==> src/rtl/pipeline_hazard_ctrl.sv <==
// pipeline_hazard_ctrl
//   Produces the stall, enable and clear controls for the pipeline registers.
//   It detects three conditions:
//     - load-use hazards between decode and execute,
//     - taken-branch redirects from execute,
//     - data-memory wait states.
//   It also owns the memory-wait FSM with its timeout, plus two saturating
//   performance counters.
//
// Ports
//   clk, rst_n           clock, synchronous active-low reset
//   dec_rs1/rs2          source registers of the decode instruction
//   dec_uses_rs1/rs2     decode instruction actually reads that source
//   ex_rd, ex_DMRd       destination / is-load of the execute instruction
//   br_taken             branch redirect taken in execute
//   mem_req, mem_ready   MEM-stage data access and its completion
//   pc_en, ifid_en, idex_en, exmem_en   pipeline register load enables
//   ifid_clear           flush IF/ID to a bubble
//   clear_eden_hazard    ID/EX bubble insert (load-use or reset)
//   clear_branchUnit     ID/EX flush caused by a taken branch
//   memwb_bubble         inject a bubble into MEM/WB
//   mem_timeout          sticky: a memory wait was force-released
//   stall_cycles         saturating count of stall cycles
//   flush_count          saturating count of branch flushes
module pipeline_hazard_ctrl #(
  parameter int CNT_W       = 32,
  parameter int MEM_TIMEOUT = 16
) (
  input  logic             clk,
  input  logic             rst_n,
  input  logic [4:0]       dec_rs1,
  input  logic [4:0]       dec_rs2,
  input  logic             dec_uses_rs1,
  input  logic             dec_uses_rs2,
  input  logic [4:0]       ex_rd,
  input  logic             ex_DMRd,
  input  logic             br_taken,
  input  logic             mem_req,
  input  logic             mem_ready,
  output logic             pc_en,
  output logic             ifid_en,
  output logic             ifid_clear,
  output logic             idex_en,
  output logic             clear_eden_hazard,
  output logic             clear_branchUnit,
  output logic             exmem_en,
  output logic             memwb_bubble,
  output logic             mem_timeout,
  output logic [CNT_W-1:0] stall_cycles,
  output logic [CNT_W-1:0] flush_count
);

  localparam int WC_W = $clog2(MEM_TIMEOUT);

  localparam logic [0:0] FSM_RUN  = 1'b0;
  localparam logic [0:0] FSM_WAIT = 1'b1;

  logic [0:0]      fsm;
  logic [WC_W-1:0] wait_cnt;

  logic load_use;
  logic force_rel;
  logic mem_stall;
  logic br_act;
  logic lu_act;

  function automatic logic [CNT_W-1:0] sat_inc(input logic [CNT_W-1:0] v);
    return (&v) ? v : v + CNT_W'(1);
  endfunction

  assign load_use  = ex_DMRd && (ex_rd != 5'd0) &&
                     ((dec_uses_rs1 && (dec_rs1 == ex_rd)) ||
                      (dec_uses_rs2 && (dec_rs2 == ex_rd)));

  // The last permitted wait cycle releases the stages even without mem_ready.
  assign force_rel = (fsm == FSM_WAIT) && (wait_cnt == WC_W'(MEM_TIMEOUT - 1));
  assign mem_stall = mem_req && !mem_ready && !force_rel;

  // A frozen pipeline holds br_taken/load_use until release; a branch flushes
  // the decode instruction, so a concurrent load-use is moot.
  assign br_act = br_taken && !mem_stall;
  assign lu_act = load_use && !mem_stall && !br_taken;

  always_comb begin
    pc_en             = 1'b1;
    ifid_en           = 1'b1;
    ifid_clear        = 1'b0;
    idex_en           = 1'b1;
    clear_eden_hazard = 1'b0;
    clear_branchUnit  = 1'b0;
    exmem_en          = 1'b1;
    memwb_bubble      = 1'b0;
    if (!rst_n) begin
      pc_en             = 1'b0;
      ifid_en           = 1'b0;
      ifid_clear        = 1'b1;
      idex_en           = 1'b0;
      clear_eden_hazard = 1'b1;
      exmem_en          = 1'b0;
      memwb_bubble      = 1'b1;
    end else if (mem_stall) begin
      pc_en        = 1'b0;
      ifid_en      = 1'b0;
      idex_en      = 1'b0;
      exmem_en     = 1'b0;
      memwb_bubble = 1'b1;
    end else if (br_act) begin
      ifid_clear       = 1'b1;
      clear_branchUnit = 1'b1;
    end else if (lu_act) begin
      pc_en             = 1'b0;
      ifid_en           = 1'b0;
      clear_eden_hazard = 1'b1;
    end
  end

  always_ff @(posedge clk) begin
    if (!rst_n) begin
      fsm          <= FSM_RUN;
      wait_cnt     <= '0;
      mem_timeout  <= 1'b0;
      stall_cycles <= '0;
      flush_count  <= '0;
    end else begin
      case (fsm)
        FSM_RUN: begin
          if (mem_stall) begin
            fsm      <= FSM_WAIT;
            wait_cnt <= WC_W'(1);
          end
        end
        default: begin
          if (mem_stall) begin
            wait_cnt <= wait_cnt + WC_W'(1);
          end else begin
            fsm      <= FSM_RUN;
            wait_cnt <= '0;
          end
        end
      endcase
      if (force_rel) begin
        mem_timeout <= 1'b1;
      end
      if (mem_stall || lu_act) begin
        stall_cycles <= sat_inc(stall_cycles);
      end
      if (br_act) begin
        flush_count <= sat_inc(flush_count);
      end
    end
  end

endmodule

==> config.mk <==
export PLATFORM = sky130hd
export DESIGN_NAME = pipeline_hazard_ctrl
export DESIGN_NICKNAME = d
export VERILOG_FILES = /design/src/rtl/pipeline_hazard_ctrl.sv
export SDC_FILE = /design/constraint.sdc
export NUM_CORES = 1
export LEC_CHECK = 0
export BUFFER_PORTS_ARGS = -buffer_cell sky130_fd_sc_hd__buf_2
export CAP_MARGIN = 0
export CORE_UTILIZATION = 50
export DETAILED_ROUTE_END_ITERATION = 10
export MAX_ROUTING_LAYER = met4
export PLACE_DENSITY = 0.77
export SYNTH_ARGS = -nofsm -noshare
export SYNTH_HDL_FRONTEND = slang
export SYNTH_SLANG_ARGS = --single-unit
==> constraint.sdc <==
create_clock -name clk -period 2.95 [get_ports clk]
set_clock_uncertainty 0.15 [all_clocks]
set_input_delay 0.1475 -clock clk [delete_from_list [all_inputs] [get_ports clk]]
set_output_delay 0.1475 -clock clk [all_outputs]
set_load 0.02 [all_outputs]
==> reports/metrics.cfg, run 1 <==
[die]
placementRows = 30
dieHeight_um = 86.2
total_die_area_um2 = 7430
initial_utilization_pct = 51.8
io_count = 96
die_width_um = 86.2
fp.coreArea_um2 = 6830

[setup_path]
worst-r2r-setup-slack_ns = 0.45
crit_path_end_kind = flip-flop
timing.critical_path.from_type = flip-flop
critical_path.cell_chain = ha_1, and4_4, nand2b_4, a32oi_4, nand2_2, or4_1, a21oi_1
cpMaxStageDelayCell = or4_1
crit_type = flip-flop to flip-flop
worstReg2RegStart = wait_cnt[0]
crit_fanout = 14
cell_type_group_with_the_largest_total_delay_on_the_critical_path = simple AND/OR/NAND/NOR gates
critPathRequiredTime_ns = 3.08
ff2ff_path_depth = 7
critical_path_buf_inv_count = 0
capturing_point_of_the_worst_reg2reg_path = stall_cycles[31]
crit_arrival_ns = 2.63
worst_stage_delay_on_the_critical_path_ns = 0.51

[synth]
post_synth.cell_area_avg_um2 = 8.39
synth_top_area_share_pct = 39.6
netlist.top_cell.by_area = dfxtp_1
mappedNetlistArea_um2 = 3540
synth_seq_cells = 70
synth_sequential_area_ratio_pct = 39.6
synth.yosys.warnings = 0
synth_cell_types = 45
netlist_instances = 422
syn_nets = 448
synth.top_cells.by_area = dfxtp_1, xor2_1, nor2_1, nand3_1, nand4_1

[timing]
slew_of_the_pin_with_the_lowest_slew_margin_ns = 0.764
finalCriticalPeriod_ns = 2.50
fmax_ghz = 0.400
timing.max_slew.rel_slack_pct = 48.7
setup_viol = 0
unrepaired_setup_endpoints_after_global_routing = false
final.setup.tns_ns = 0
timing.final.max_slew_violations = 0
report.final.hold_viol_count = 0
final.period_utilization_pct = 84.6

[clocking]
htree_levels = 3
post_cts.repair.setup_buffers = 0
cts_made_buffers = 9
cts-resized-gates = 0
ctsLongestPathBuffers = 2
clkSlewWorstSetupHoldPaths_ns = 0.08
worst_skew_pair.late_latency_ns = 0.35
cts_sinks = 70
cts-hold-fix-buffers = 0
clock-root-buffer = clkbuf_8
tritoncts = done

[routing]
route.vias.total = 3398
ant_nets = 0
routedWlPerCell_um = 13.1
drtIter0Drc = 80
detail_route.drc_violations = 0
firstDrtPassIters = 4
route.final.wire_length_um = 8080
avgViaCountPerCell = 5.52

[worst_hold_path]
holdPathStages = 3
timing.hold.worst.start = rst_n
hold_path_class = input port to flip-flop
endpoint_of_the_worst_hold_timing_path = stall_cycles[8]

[global_routing]
grt_overflow = 0
antenna_found_initial = 0
grt_pass1_wl_um = 13500
pin_count_of_the_biggest_net_entering_global_routing = 38
number_of_global_route_vias_before_repair = 3093
gr-usage-all-layers_pct = 23.3

[power]
leakagePower_nw = 1.82
power.net_switching_mw = 0.468
pwr_density_cell_nw_per_um2 = 434
internal_power_mw = 1.39
logic_gate_share_of_total_power_pct = 6.8
switching_share_pct = 25.2
power.share.clock_pct = 41.7
vdd_ir_drop_max_v = 0.000249
share_seq_of_total_power_pct = 51.5

[placed_design]
finalWeightedCongestion = 0.801
instance_count_after_placement_with_tap_cells_included = 600
numPortBuffers = 95
place_hpwl_um = 5770

[cells_and_area]
layout-drive-gt1-share_pct = 24.0
area_growth_pct = 20.8
final_cells = 616
net_count_final = 541
antenna-diode-count = 0

[job]
max_cap_violations = 0

[run_status]
run_status = finished, final reports clean

## state kept, by name, summed over array words and instances, names as in the netlist
| name | cells |
|---|---|
| flush_count | 32 |
| fsm | 1 |
| mem_timeout | 1 |
| stall_cycles | 32 |
| wait_cnt | 4 |
## logic make-up (layout without fill, tap and decap cells)
family | count (synthesis) | after routing | synth area share (%)
AOI/OAI and AO/OA | 49 | 49 | 9.47
xor gates and xnor gates | 51 | 51 | 12.6
adders and majority gates | 3 | 3 | 1.06
buffers and inverters | 27 | 125 | 3.57
DFF | 70 | 70 | 39.6
muxes | 5 | 5 | 1.45
and+or+nand+nor | 217 | 217 | 32.3
## power by group through the flow
stage / logic, mW / registers (mW) / clock network (mW)
final: 0.126 / 0.956 / 0.773
after detailed placement: 0.126 / 0.978 / 0
after global placement: 0.123 / 0.978 / 0
after floorplan: 0.0810 / 0.982 / 0
after CTS: 0.127 / 0.956 / 0.793
after global routing: 0.138 / 0.957 / 0.842
## worst max path at each step
stage | cells past startpoint | from | to | slack (ns)
floorplan | 9 | wait_cnt[0] | stall_cycles[27] | 0.59
global placement | 7 | wait_cnt[0] | stall_cycles[25] | 0.55
detailed placement | 7 | wait_cnt[0] | stall_cycles[31] | 0.45
CTS | 7 | wait_cnt[0] | stall_cycles[31] | 0.43
global route | 7 | wait_cnt[0] | flush_count[26] | 0.28
finish | 7 | wait_cnt[0] | stall_cycles[31] | 0.45
## worst min-delay path: cells and delay by family
kind / cells / cell delay, ns
mux: 1 / 0.05
simple gates: 1 / 0.11
buf+inv: 1 / 0.23
## per-layer routing
metal	GRT usage, %	up-vias	part of all wire (%)
li1	-	1697	-
met1	28.2	1595	47
met2	37.9	97	46
met3	5.24	9	5.1
met4	8.64	0	1.3
met5	-	-	0
## cells in the final DEF (no fill, tap or decap), types with 3 or more instances in the layout
master	synthesis	layout
a21oi_1	16	16
and2_1	6	6
and3_1	19	19
and4_1	7	7
buf_2	2	95
buf_4	2	5
clkbuf_8	0	9
dfxtp_1	70	70
ha_1	3	3
inv_1	9	8
mux2i_1	4	4
nand2_1	31	31
nand2b_1	6	6
nand3_1	33	33
nand4_1	26	26
nor2_1	57	57
nor3_1	5	5
o211ai_1	5	5
o21ai_0	10	10
o31ai_1	7	7
or3_1	7	7
or4_1	12	12
xnor2_1	16	16
xor2_1	35	35
## stage by stage
stage          total power, mW  hold WS (ns)  cell area [µm²]  util, %  worst slack, ns
2_1_floorplan             1.06         0.322             3540        -            0.588
6_report                  1.86         0.105             4280     62.6            0.453
3_3_place_gp              1.10         0.303             4080     59.8            0.553
4_1_cts                   1.88        0.0769             4280     62.6            0.429
5_1_grt                   1.94         0.121             4280     62.6            0.277
3_5_place_dp              1.10         0.309             4080     59.8            0.449
## synth_stat cells (all sizes together)
| cell type | number |
|---|---|
| a311oi | 1 |
| nand2 | 32 |
| dfxtp | 70 |
| o31ai | 7 |
| nand3b | 1 |
| buf | 6 |
| and2 | 6 |
| o22ai | 1 |
| a21oi | 16 |
| a32oi | 2 |
| nor2b | 1 |
| o41ai | 1 |
| mux2 | 1 |
| or4 | 12 |
| nand3 | 33 |
| mux2i | 4 |
| ha | 3 |
| clkbuf | 12 |
| nand2b | 7 |
| and2b | 1 |
| and4 | 8 |
| nor2 | 57 |
| nor3 | 5 |
| nor4 | 1 |
| inv | 9 |
| o21ai | 11 |
| xor2 | 35 |
| or3 | 7 |
| o311ai | 1 |
| a31oi | 1 |
| and3 | 19 |
| o211ai | 5 |
| a211oi | 1 |
| nand4 | 27 |
| a21o | 1 |
| xnor2 | 16 |
| o221ai | 1 |
## final cells by class
class	count	area, µm²
clock buffer	9	124
clock inverter	7	72.6
fill	634	2550
inverter	9	33.8
multi-input combinational	325	2010
sequential	70	1400
tap	96	120
timing repair buffer	100	513
Note: power is estimated with default switching activity, not from simulation.
==> run 2, diff against run 1 <==
==> constraint.sdc (replaced) <==
create_clock -name clk -period 2.45 [get_ports clk]
set_clock_uncertainty 0.15 [all_clocks]
set_input_delay 0.1225 -clock clk [delete_from_list [all_inputs] [get_ports clk]]
set_output_delay 0.1225 -clock clk [all_outputs]
set_load 0.02 [all_outputs]
==> run 2 against run 1 <==
  * Utilization up 1.3 points
  * Clock power up 2%
  * Wire length rose by 5.7%
  * Sequential power up 20%
  * Cell area grew 2.1%
  * Combinational power rose by 28%
  * Via count increased by 1.5%
  * Highest routed layer unchanged
==> reports/metrics.cfg, run 2 (same netlist as run 1, synthesis figures left out) <==
[routing]
route.vias.total = 3450  ; was 3,398
avgViaCountPerCell = 5.48  ; was 5.52
routedWlPerCell_um = 13.5  ; was 13.1 µm
route.final.wire_length_um = 8530  ; was 8080 µm
detail_route.drc_violations = 0  ; unchanged
firstDrtPassIters = 4  ; unchanged
ant_nets = 0  ; unchanged
drtIter0Drc = 143  ; was 80

[clocking]
clock-root-buffer = clkbuf_8  ; unchanged
cts_sinks = 70  ; unchanged
tritoncts = done  ; unchanged
htree_levels = 3  ; unchanged
ctsLongestPathBuffers = 2  ; unchanged
cts-hold-fix-buffers = 0  ; unchanged
clkSlewWorstSetupHoldPaths_ns = 0.08  ; about the same
cts_made_buffers = 9  ; unchanged
worst_skew_pair.late_latency_ns = 0.35  ; about the same

[cells_and_area]
area_growth_pct = 23.3  ; was 20.8%
layout-drive-gt1-share_pct = 26.0  ; was 24.0%
antenna-diode-count = 0  ; unchanged
layout.cells.most_common = buf_2  ; unchanged
most-common-layout-cells = buf_2, dfxtp_1, nor2_1  ; unchanged
net_count_final = 555  ; was 541
largest_registers = flush_count: 32 flops, stall_cycles: 32 flops, wait_cnt: 4 flops  ; unchanged

[setup_path]
crit_arrival_ns = 2.43  ; was 2.63 ns
worstSetupStartpoint = wait_cnt[0]  ; unchanged
critPathRequiredTime_ns = 2.57  ; was 3.08 ns
crit_path_end_kind = flip-flop  ; unchanged
crit_fanout = 14  ; unchanged
ff2ff_path_depth = 8  ; was 7
worstReg2RegStart = wait_cnt[0]  ; unchanged
crit_type = flip-flop to flip-flop  ; unchanged
timing.critical_path.from_type = flip-flop  ; unchanged

[global_routing]
number_of_global_route_vias_before_repair = 3074  ; was 3,093
pin_count_of_the_biggest_net_entering_global_routing = 38  ; unchanged
grt_pass1_wl_um = 14100  ; was 13,500 µm
grt_overflow = 0  ; unchanged
antenna_found_initial = 0  ; unchanged
gr-usage-all-layers_pct = 24.3  ; was 23.3%

[worst_hold_path]
hold_path_class = input port to flip-flop  ; unchanged
holdPathStages = 3  ; unchanged
timing.hold.worst.start = rst_n  ; unchanged

[timing]
final.period_utilization_pct = 94.3  ; was 84.6%
unrepaired_setup_endpoints_after_global_routing = false  ; unchanged
timing.max_slew.rel_slack_pct = 56.3  ; was 48.7%
fmax_ghz = 0.433  ; was 0.400 GHz
setup_viol = 0  ; unchanged
final.setup.tns_ns = 0  ; unchanged
report.final.hold_viol_count = 0  ; unchanged
slew_of_the_pin_with_the_lowest_slew_margin_ns = 0.650  ; was 0.764 ns
timing.final.max_slew_violations = 0  ; unchanged
finalCriticalPeriod_ns = 2.31  ; was 2.50 ns

[die]
fp.coreArea_um2 = 6830  ; unchanged
placementRows = 30  ; unchanged
initial_utilization_pct = 51.8  ; unchanged
io_count = 96  ; unchanged
total_die_area_um2 = 7430  ; unchanged
die_width_um = 86.2  ; unchanged
dieHeight_um = 86.2  ; unchanged

[power]
leakagePower_nw = 1.88  ; was 1.82 nW
vdd_ir_drop_max_v = 0.000310  ; was 0.000249 V
pwr_density_cell_nw_per_um2 = 482  ; was 434 nW/µm²
power_mw = 2.10  ; was 1.86 mW

[placed_design]
numPortBuffers = 95  ; unchanged
place_hpwl_um = 6120  ; was 5770 µm
finalWeightedCongestion = 0.866  ; was 0.801

[run_status]
run_status = finished, final reports clean  ; unchanged

[job]
max_cap_violations = 0  ; unchanged

-- run 2: per-stage QoR --
step | hold WS, ns | std cells | area (µm²) | setup slack (ns) | utilization (%)
after floorplan | 0.287 | 422 | 3540 | 0.0876 | -
after detailed placement | 0.322 | 610 | 4160 | 0.0324 | 60.9
after CTS | 0.0643 | 626 | 4320 | 0.0136 | 63.2
final | 0.0625 | 630 | 4370 | 0.140 | 63.9
after global placement | 0.306 | 610 | 4160 | 0.165 | 60.9
after global routing | 0.0841 | 630 | 4370 | 0.00178 | 63.9
-- run 2: worst paths after layout --
kind,slack (ns),end
max,0.14,stall_cycles[23]
min,0.06,flush_count[1]
max reg2reg,0.14,stall_cycles[23]
min reg2reg,0.34,stall_cycles[21]
-- run 2: critical path, cell delays in order, from the launching register on --
cell and delay, ns:
dfxtp_1 0.35, ha_2 0.23, and4_4 0.20, nand2b_4 0.17, o221ai_1 0.11, buf_4 0.23, nand2_4 0.12, or4_1 0.51
a21oi_1 0.17
-- run 2: final cells by class --
cell class              count  area, µm²
multi-input cells         325       2030
clock buffers              12        135
repair buffers            114        622
inverters                   9       33.8
well taps                  96        120
clock inverters             4       23.8
fillers                   621       2460
flip-flops and latches     70       1400
-- run 2: report_power, final --
part / switching [mW] / internal, mW
logic: 0.0994 / 0.0613
registers: 0.00778 / 1.14
clock network: 0.426 / 0.365
-- run 2: routing by layer --
metal / global-route usage, % / wire, µm / up-vias
met5: - / 0 / -
met4: 6.52 / 113 / 0
met3: 4.67 / 399 / 13
met2: 40.2 / 4130 / 100
met1: 30.5 / 3890 / 1612
li1: - / - / 1725
-- run 2: timing repair --
item,in CTS,in global routing
resized for setup,0,5
endpoints found under the setup margin,0,16
buffers inserted,0,4
endpoints found under the hold margin,0,0
